**config.mk**
```make
export PLATFORM = sky130hd
export DESIGN_NAME = pipe_hazard_ctrl
export DESIGN_NICKNAME = d
export VERILOG_FILES = /design/src/rtl/pipe_hazard_ctrl.sv
export SDC_FILE = /design/constraint.sdc
export NUM_CORES = 1
export LEC_CHECK = 0
export CORE_MARGIN = 2
export CORE_UTILIZATION = 39
export CTS_BUF_LIST = sky130_fd_sc_hd__clkbuf_8 sky130_fd_sc_hd__clkbuf_16
export CTS_CLUSTER_SIZE = 16
export DETAILED_ROUTE_END_ITERATION = 8
export PLACE_DENSITY = 0.83
export SYNTH_ARGS = -nofsm -noshare
export SYNTH_HDL_FRONTEND = slang
export SYNTH_SLANG_ARGS = --single-unit
```
**constraint.sdc**
```tcl
create_clock -name clk -period 1.7 [get_ports clk]
set_input_delay 0.17 -clock clk [delete_from_list [all_inputs] [get_ports clk]]
set_output_delay 0.17 -clock clk [all_outputs]
set_load 0.005 [all_outputs]
```
**src/rtl/pipe_hazard_ctrl.sv**
```systemverilog
// Hazard/sequencing controller for a 5-stage pipeline: stalls, flushes, memory wait, forwarding.
// Optional performance counters are enabled by defining PIPE_PERF_CNT_EN.
module pipe_hazard_ctrl #(
   parameter int unsigned MEM_TIMEOUT = 16,
   parameter int unsigned CNT_W       = 8
) (
   input  logic       clk,
   input  logic       reset,
   input  logic [4:0] ID_rs1,
   input  logic [4:0] ID_rs2,
   input  logic [4:0] DE_rs1,
   input  logic [4:0] DE_rs2,
   input  logic [4:0] DE_rd,
   input  logic       DE_MemRead,
   input  logic       EX_BranchTaken,
   input  logic [4:0] EM_rd,
   input  logic       EM_RegWrite,
   input  logic       EM_MemRead,
   input  logic       EM_MemWrite,
   input  logic       mem_ready,
   input  logic [4:0] WB_RD,
   input  logic       WB_RegWrite,
   output logic       pc_en,
   output logic       IFID_en,
   output logic       IFID_flush,
   output logic       IDEX_en,
   output logic       IDEX_flush,
   output logic       EXMEM_en,
   output logic       MEMWB_bubble,
   output logic       mem_req,
   output logic [1:0] fwd_a,
   output logic [1:0] fwd_b,
   output logic       mem_err
`ifdef PIPE_PERF_CNT_EN
   ,
   output logic [31:0] stall_cycles,
   output logic [31:0] flush_count
`endif
);

   typedef enum logic [1:0] {
      StRun     = 2'd0,
      StMemWait = 2'd1,
      StErr     = 2'd2
   } state_e;

   localparam logic [CNT_W-1:0] TimeoutLast = CNT_W'(MEM_TIMEOUT - 1);

   state_e           state_q, state_d;
   logic [CNT_W-1:0] wait_cnt_q, wait_cnt_d;
   logic             mem_err_q, mem_err_d;
   logic             mem_access, load_use, flow, fwd_on;

   assign mem_access = EM_MemRead | EM_MemWrite;
   assign load_use   = DE_MemRead && (DE_rd != 5'd0) && ((DE_rd == ID_rs1) || (DE_rd == ID_rs2));
   assign mem_err    = mem_err_q;

   always_comb begin
      pc_en        = 1'b1;
      IFID_en      = 1'b1;
      IFID_flush   = 1'b0;
      IDEX_en      = 1'b1;
      IDEX_flush   = 1'b0;
      EXMEM_en     = 1'b1;
      MEMWB_bubble = 1'b0;
      mem_req      = 1'b0;
      flow         = 1'b0;
      fwd_on       = 1'b0;
      state_d      = state_q;
      wait_cnt_d   = wait_cnt_q;
      mem_err_d    = mem_err_q;

      if (!reset) begin
         pc_en        = 1'b0;
         IFID_en      = 1'b0;
         IFID_flush   = 1'b1;
         IDEX_en      = 1'b0;
         IDEX_flush   = 1'b1;
         EXMEM_en     = 1'b0;
         MEMWB_bubble = 1'b1;
         state_d      = StRun;
         wait_cnt_d   = '0;
         mem_err_d    = 1'b0;
      end else begin
         unique case (state_q)
            StRun: begin
               fwd_on  = 1'b1;
               mem_req = mem_access;
               if (mem_access && !mem_ready) begin
                  pc_en        = 1'b0;
                  IFID_en      = 1'b0;
                  IDEX_en      = 1'b0;
                  EXMEM_en     = 1'b0;
                  MEMWB_bubble = 1'b1;
                  state_d      = StMemWait;
                  wait_cnt_d   = CNT_W'(1);
               end else begin
                  flow = 1'b1;
               end
            end
            StMemWait: begin
               fwd_on  = 1'b1;
               mem_req = 1'b1;
               if (mem_ready) begin
                  flow       = 1'b1;
                  state_d    = StRun;
                  wait_cnt_d = '0;
               end else begin
                  pc_en        = 1'b0;
                  IFID_en      = 1'b0;
                  IDEX_en      = 1'b0;
                  EXMEM_en     = 1'b0;
                  MEMWB_bubble = 1'b1;
                  wait_cnt_d   = wait_cnt_q + 1'b1;
                  if (wait_cnt_q == TimeoutLast) begin
                     state_d   = StErr;
                     mem_err_d = 1'b1;
                  end
               end
            end
            StErr: begin
               pc_en        = 1'b0;
               IFID_en      = 1'b0;
               IDEX_en      = 1'b0;
               EXMEM_en     = 1'b0;
               MEMWB_bubble = 1'b1;
               mem_err_d    = 1'b1;
            end
            default: state_d = StRun;
         endcase
      end

      // Branch and load-use only act when the pipeline is actually advancing.
      if (flow) begin
         if (EX_BranchTaken) begin
            IFID_flush = 1'b1;
            IDEX_flush = 1'b1;
         end else if (load_use) begin
            pc_en      = 1'b0;
            IFID_en    = 1'b0;
            IDEX_flush = 1'b1;
         end
      end
   end

   always_comb begin
      fwd_a = 2'b00;
      fwd_b = 2'b00;
      if (fwd_on) begin
         if (EM_RegWrite && (EM_rd != 5'd0) && (EM_rd == DE_rs1)) begin
            fwd_a = 2'b10;
         end else if (WB_RegWrite && (WB_RD != 5'd0) && (WB_RD == DE_rs1)) begin
            fwd_a = 2'b01;
         end
         if (EM_RegWrite && (EM_rd != 5'd0) && (EM_rd == DE_rs2)) begin
            fwd_b = 2'b10;
         end else if (WB_RegWrite && (WB_RD != 5'd0) && (WB_RD == DE_rs2)) begin
            fwd_b = 2'b01;
         end
      end
   end

   always_ff @(posedge clk) begin
      if (!reset) begin
         state_q    <= StRun;
         wait_cnt_q <= '0;
         mem_err_q  <= 1'b0;
      end else begin
         state_q    <= state_d;
         wait_cnt_q <= wait_cnt_d;
         mem_err_q  <= mem_err_d;
      end
   end

`ifdef PIPE_PERF_CNT_EN
   logic [31:0] stall_cycles_q, flush_count_q;

   assign stall_cycles = stall_cycles_q;
   assign flush_count  = flush_count_q;

   always_ff @(posedge clk) begin
      if (!reset) begin
         stall_cycles_q <= '0;
         flush_count_q  <= '0;
      end else begin
         if ((state_q != StErr) && !pc_en) begin
            stall_cycles_q <= stall_cycles_q + 32'd1;
         end
         if ((state_q == StRun) && IFID_flush) begin
            flush_count_q <= flush_count_q + 32'd1;
         end
      end
   end
`endif

endmodule

```
==> qor.csv, run 1 <==
stage,metric,value,unit
clocking,clock-root-buffer,clkbuf_8,
placement,gp_congestion,0.997,
sta,max_freq,585,MHz
pwr,p_int,625,uW
setup_path,cp-start-kind,primary input,
finish,final_nets,258,
logic_synthesis,async_flop_share,0,%
setup_path,cpLargestDelayFamily,buffers and inverters,
run_status,status,"complete, but fails checks",
setup_path,end_kind,output pin,
die,fp.dieW,55.9,um
pwr,power.leakage,0.000905,uW
detailed_routing,drc,0,
logic_synthesis,netlist_top_cells_area,"dfxtp_1 21%, xor2_1 18%, xnor2_1 12%",
pwr,pwr-share-seq,29.6,%
clocking,cts_tree,done,
pwr,comb_power_share,40.5,%
logic_synthesis,synthDistinctLibCells,34,
logic_synthesis,syn_area,0.00105,mm2
global_route,grt.total_usage,25.9,%
die,core-area,0.00252,mm2
sta,setup_viol,2,
clocking,hold_buffers,0,
job,max_cap_violations,0,
clocking,cts.path.max_buffers,2,
global_route,grt_first_pass_wirelength,6.30,mm
die,die_area,0.00313,mm2
clocking,cts_sinks,11,
sta,fin_setup_tns,-0.0172,ns
sta,period_minus_slack,1.71,ns
clocking,path_clk_slew,0.06,ns
finish,antenna_cells,0,
finish,area_delta_synth_final,93.1,%
sta,setup_ws,-0.00887,ns
global_route,first_global_vias,1366,
clocking,clk_latency,0.25,ns
sta,skew,0.00469,ns
run_status,violations,negative setup slack,
pwr,power_frac_clock,29.9,%
setup_path,crit_chain,"clkdlybuf4s50_1, xnor2_1, nand2_1, nor4_1, dlygate4sd2_1",
sta,slew-limit-headroom,74.3,%
clocking,htree_num_levels,1,
logic_synthesis,synth_top_area_share,20.9,%
logic_synthesis,ys.flop_type,dfxtp_1,
pwr,ir_drop,0.502,mV
min_path,hp-class,primary input to flip-flop,
setup_path,critical_path_buf_inv_count,2,
logic_synthesis,synth_top_cell_by_area,dfxtp_1,
clocking,cts_made_buffers,3,
setup_path,cp_max_fo,2,
die,initial_core_util,41.7,%
setup_path,worstPathArrival,1.54,ns
global_route,antenna_found_initial,0,
sta,worst_pin_slew,0.382,ns
logic_synthesis,synthCells,126,
setup_path,worst_path_max_delay_cell,clkdlybuf4s50_1,
logic_synthesis,ys_seq_elements,11,
detailed_routing,dr.pass1.iters,4,
sta,fin_crit_sh,101,%
placement,io_buffers,56,
die,num_rows,18,
detailed_routing,avgViaCountPerCell,5.48,
placement,dp_hpwl,2.87,mm
finish,stdcell_area,0.00203,mm2
logic_synthesis,synth_nets,171,
sta,rsz0062_at_grt,true,
placement,place_ws,-0.659,ns
logic_synthesis,syn-mean-instance-area,8.35,um2
placement,dpl_cell_area,0.00182,mm2
detailed_routing,ant_nets,0,
global_route,grt_max_degree,10,
die,pin_count,57,
finish,drive_gt1_share,35.4,%
pwr,p_sw,291,uW
setup_path,cp_slowest_stage_delay,0.49,ns
logic_synthesis,yosys_warnings,0,
setup_path,rrSetupSlack,0.07,ns
setup_path,required,1.53,ns
pwr,power_density,451,mW/mm2
die,die_h,55.9,um
detailed_routing,vias,1327,
detailed_routing,drt-total-wl,4.17,mm
detailed_routing,drtIter0Drc,29,
global_route,overflow,0,
logic_synthesis,yosysSeqAreaShare,20.9,%
sta,hold_viol_final,0,
sta,slew_viol_final,0,
pwr,swShare,31.8,%
detailed_routing,wl_per_cell,17.2,um
logic_synthesis,synth-edff-count,0,
setup_path,crit_type,primary input to output pin,
synthesized netlist by cell type (3+ instances only):
cell type / number
xor2_1: 22
xnor2_1: 14
dfxtp_1: 11
nor2_1: 10
nor3_1: 7
nand2_1: 6
nand3_1: 6
nor4_1: 5
inv_1: 4
or4_1: 4
a2111oi_2: 3
a211oi_1: 3
area by class of cell:
cell class / instances / area [um2]
Inverter: 4 / 15.0
Sequential cell: 11 / 223
Clock inverter: 1 / 5.00
Multi-Input combinational cell: 108 / 963
Timing Repair Buffer: 85 / 747
Clock buffer: 3 / 41.3
Tap cell: 30 / 37.5
Fill cell: 173 / 490
repair_timing:
item                                    4_1_cts  5_1_grt
resized for setup                            87       31
pin swaps                                    14       20
endpoints found under the setup margin       12       13
setup buffers                                 4        1
power groups by stage:
stage / clock, uW / sequential (uW) / combinational, uW
floorplan: 0 / 274 / 114
global placement: 0 / 274 / 328
detailed placement: 0 / 274 / 335
CTS: 272 / 271 / 345
global route: 290 / 272 / 395
finish: 273 / 271 / 371
worst min-delay path, delay by kind of cell:
kind	cells	cell delay, ns
buf+inv	2	0.33
compound gates	1	0.10
kinds of logic (layout without fill, tap and decap cells):
family                     after synthesis  count (layout)  share of synthesized area (%)
and+or+nand+nor                         46              46                           23.1
muxes                                    1               1                          0.951
adders and majority gates                1               1                           1.19
xor gates and xnor gates                36              36                           30.0
AOI/OAI and AO/OA                       24              24                           20.7
buffers and inverters                    7              93                           3.21
DFF                                     11              11                           20.9
metal layers:
metal / part of all wire, % / vias to the layer above / global-route usage (%)
met4: 2.2 / 0 / 10.9
met2: 53 / 72 / 48.0
met1: 37 / 614 / 28.1
li1: - / 630 / -
met3: 7.5 / 11 / 5.58
met5: 0 / - / 0
flip-flops by register name (all words and copies together), names as in the netlist:
register	flops
wait_cnt_q	8
mem_err	1
state_q	2
cell usage in the layout, fill, tap and decap left out, types with 2 or more instances in the layout:
| cell type | instances |
|---|---|
| clkbuf_2 | 2 |
| nor4_1 | 3 |
| clkdlybuf4s15_1 | 3 |
| xor2_2 | 2 |
| nand3_1 | 6 |
| and2_1 | 2 |
| a21oi_1 | 2 |
| a211oi_1 | 3 |
| buf_4 | 26 |
| xor2_1 | 20 |
| nor3_2 | 4 |
| nand2_1 | 6 |
| nand4_1 | 2 |
| nor2_1 | 10 |
| xnor2_1 | 13 |
| nor3_1 | 2 |
| a2111oi_2 | 3 |
| clkbuf_8 | 3 |
| o21ai_2 | 2 |
| clkdlybuf4s50_1 | 11 |
| or4_4 | 3 |
| dfxtp_1 | 9 |
| inv_1 | 3 |
| nor4_2 | 2 |
| buf_6 | 4 |
| buf_2 | 8 |
| o21a_1 | 2 |
| dlygate4sd2_1 | 19 |
| dlymetal6s2s_1 | 12 |
| dfxtp_2 | 2 |
through the flow:
| stage | total power [uW] | util [%] | instances | hold slack, ns |
|---|---|---|---|---|
| global route | 957 | 80.6 | 242 | 0.418 |
| finish | 916 | 80.6 | 242 | 0.406 |
| detailed placement | 609 | 72.1 | 234 | 0.468 |
| global placement | 602 | 72.1 | 234 | 0.452 |
| floorplan | 388 | - | 126 | 0.249 |
| CTS | 889 | 77.0 | 241 | 0.486 |
final timing paths:
| path | startpoint | endpoint | depth (start not counted) |
|---|---|---|---|
| max reg2reg | wait_cnt_q[4]$_SDFFE_PN0P_ | state_q[1]$_SDFFE_PN0P_ | 3 |
| min | reset | mem_err$_SDFFE_PN0P_ | 3 |
| max | DE_rs1[2] | fwd_a[1] | 5 |
| min reg2reg | mem_err$_SDFFE_PN0P_ | mem_err$_SDFFE_PN0P_ | 1 |
Note: power is estimated with default switching activity, not from simulation.
==> inputs of run 2 (changes only) <==
--- a/config.mk
+++ b/config.mk
@@ -5,12 +5,15 @@
 export SDC_FILE = /design/constraint.sdc
 export NUM_CORES = 1
 export LEC_CHECK = 0
+export ABC_CLOCK_PERIOD_IN_PS = 1700
 export CORE_MARGIN = 2
 export CORE_UTILIZATION = 39
 export CTS_BUF_LIST = sky130_fd_sc_hd__clkbuf_8 sky130_fd_sc_hd__clkbuf_16
 export CTS_CLUSTER_SIZE = 16
 export DETAILED_ROUTE_END_ITERATION = 8
+export MAX_ROUTING_LAYER = met4
 export PLACE_DENSITY = 0.83
 export SYNTH_ARGS = -nofsm -noshare
 export SYNTH_HDL_FRONTEND = slang
 export SYNTH_SLANG_ARGS = --single-unit
+export TNS_END_PERCENT = 1
==> run 2 against run 1 <==
The flow still finishes with violations (negative setup slack). Sequential cell count unchanged. Critical path depth grew 1. Die area unchanged. First-iteration DRC count increased by 52%. Largest power group unchanged.
==> qor.csv, run 2 (synthesis gave the netlist of run 1 again) <==
stage,metric,value,unit,change
run_status,status,"complete, but fails checks",,
run_status,violations,negative setup slack,,
setup_path,worst_path_max_delay_cell,clkdlybuf4s50_1,,
pwr,power.leakage,0.000940,uW,+3.8%
placement,dpl_cell_area,0.00182,mm2,unchanged
finish,drive_gt1_share,35.7,%,+0.30 points
setup_path,end_kind,output pin,,
finish,stdcell_area,0.00204,mm2,+0.62%
placement,dp_hpwl,2.81,mm,-1.8%
sta,worst_pin_slew,0.342,ns,-0.0390 ns
global_route,first_global_vias,1345,,-1.5%
sta,setup_viol,1,,-1
setup_path,crit_type,primary input to output pin,,
clocking,clk_latency,0.24,ns,about the same
detailed_routing,dr.pass1.iters,4,,unchanged
clocking,clock-root-buffer,clkbuf_8,,
global_route,grt.total_usage,23.6,%,-2.3 points
sta,fin_hold_ws,0.475,ns,+0.0692 ns
min_path,hp-class,flip-flop to flip-flop,,
detailed_routing,drc,0,,unchanged
setup_path,cp_slowest_stage_delay,0.49,ns,about the same
sta,period_minus_slack,1.71,ns,-0.00112 ns
sta,skew,0.00193,ns,-0.00276 ns
detailed_routing,wl_per_cell,16.9,um,-2.0%
finish,largest-register,wait_cnt_q,,
clocking,cts_sinks,11,,unchanged
detailed_routing,drtIter0Drc,44,,+52%
setup_path,cp-start-kind,primary input,,
placement,place_ws,-0.640,ns,+0.0190 ns
die,num_rows,18,,unchanged
placement,io_buffers,56,,unchanged
clocking,cts_made_buffers,3,,unchanged
detailed_routing,avgViaCountPerCell,5.62,,+2.5%
sta,hold_viol_final,0,,unchanged
clocking,path_clk_slew,0.05,ns,about the same
setup_path,cpLargestDelayFamily,buffers and inverters,,
sta,setup_ws,-0.00775,ns,+0.00112 ns
clocking,hold_buffers,0,,unchanged
finish,largest_register_ffs,8,,unchanged
clocking,cts_tree,done,,
setup_path,worstPathArrival,1.54,ns,about the same
finish,final_nets,259,,+0.39%
finish,final_cells,243,,+0.41%
finish,final_common_cell,buf_4,,
finish,area_delta_synth_final,94.3,%,
sta,rsz0062_at_grt,true,,
global_route,overflow,0,,unchanged
die,initial_core_util,41.7,%,unchanged
clocking,cts.path.max_buffers,2,,unchanged
setup_path,crit_chain,"clkdlybuf4s50_1, xor2_1, nor3_2, o2111ai_2, nor4_2, buf_2",,
placement,dp.cells,234,,unchanged
detailed_routing,ant_nets,0,,unchanged
pwr,ir_drop,0.586,mV,+17%
pwr,power_density,446,mW/mm2,-1.0%
job,max_cap_violations,0,,unchanged
detailed_routing,drt-total-wl,4.10,mm,-1.6%
die,die_area,0.00313,mm2,unchanged
sta,fin_setup_tns,-0.00775,ns,+0.00946 ns
setup_path,cp_max_fo,2,,unchanged
detailed_routing,vias,1366,,+2.9%
die,fp.dieW,55.9,um,unchanged
global_route,antenna_found_initial,0,,unchanged
setup_path,critical_path_buf_inv_count,2,,unchanged
die,core-area,0.00252,mm2,unchanged
sta,max_freq,586,MHz,about the same
clocking,htree_num_levels,1,,unchanged
sta,slew_viol_final,0,,unchanged
global_route,grt_first_pass_wirelength,5.87,mm,-6.9%
die,die_h,55.9,um,unchanged
global_route,grt_max_degree,10,,unchanged
setup_path,required,1.53,ns,about the same
finish,antenna_cells,0,,unchanged
die,pin_count,57,,unchanged
sta,slew-limit-headroom,76.9,%,+2.6 points
finish,layout_common_cells,"32 x buf_4, 21 x xor2_1, 17 x dlymetal6s2s_1",,
sta,fin_crit_sh,100,%,about the same
placement,gp_congestion,1.01,,+1.2%
## run 2: worst paths after layout
| path | startpoint | to | slack [ns] | depth (start not counted) |
|---|---|---|---|---|
| worst min-delay path | mem_err$_SDFFE_PN0P_ | mem_err$_SDFFE_PN0P_ | 0.48 | 1 |
| worst max register to register | wait_cnt_q[4]$_SDFFE_PN0P_ | state_q[1]$_SDFFE_PN0P_ | 0.09 | 3 |
| worst min register to register | mem_err$_SDFFE_PN0P_ | mem_err$_SDFFE_PN0P_ | 0.48 | 1 |
| worst max-delay path | DE_rs1[0] | fwd_a[0] | -0.008 | 6 |
## run 2: what timing repair did
| item | CTS | global route |
|---|---|---|
| setup buffers | 2 | 3 |
| pin swaps | 11 | 18 |
| endpoints found under the setup margin | 12 | 11 |
| gates resized for setup | 63 | 51 |
## run 2: routing by layer
layer / routed length (um) / global-route usage [%] / share of wire (%)
met2: 2150 / 42.5 / 52
met5: 0 / - / 0
met3: 322 / 4.65 / 7.8
met4: 63 / 5.78 / 1.5
met1: 1570 / 26.7 / 38
## run 2: power breakdown
part | leakage, uW | switching [uW] | internal (uW)
Clock | 0.0000255 | 107 | 162
Combinational | 0.000825 | 172 | 201
Sequential | 0.0000894 | 6.81 | 263
Total | 0.000940 | 286 | 626
## run 2: final cells by class
| class | count | area (um2) |
|---|---|---|
| sequential | 11 | 221 |
| clock inverter | 1 | 5.00 |
| clock buffer | 3 | 41.3 |
| fill | 160 | 478 |
| timing repair buffer | 86 | 764 |
| inverter | 4 | 15.0 |
| tap | 30 | 37.5 |
| multi-input combinational | 108 | 960 |
## run 2: metrics by stage
step | utilization [%] | power [uW]
floorplan | - | 388
global placement | 72.1 | 602
detailed placement | 72.1 | 609
CTS | 75.0 | 873
global route | 81.1 | 946
finish | 81.1 | 912
## run 2: worst reg2reg max path: stages, from the launching register on
cell and delay, ns:
dfxtp_1 0.36, or4_1 0.60, o41ai_2 0.39, and2_1 0.19
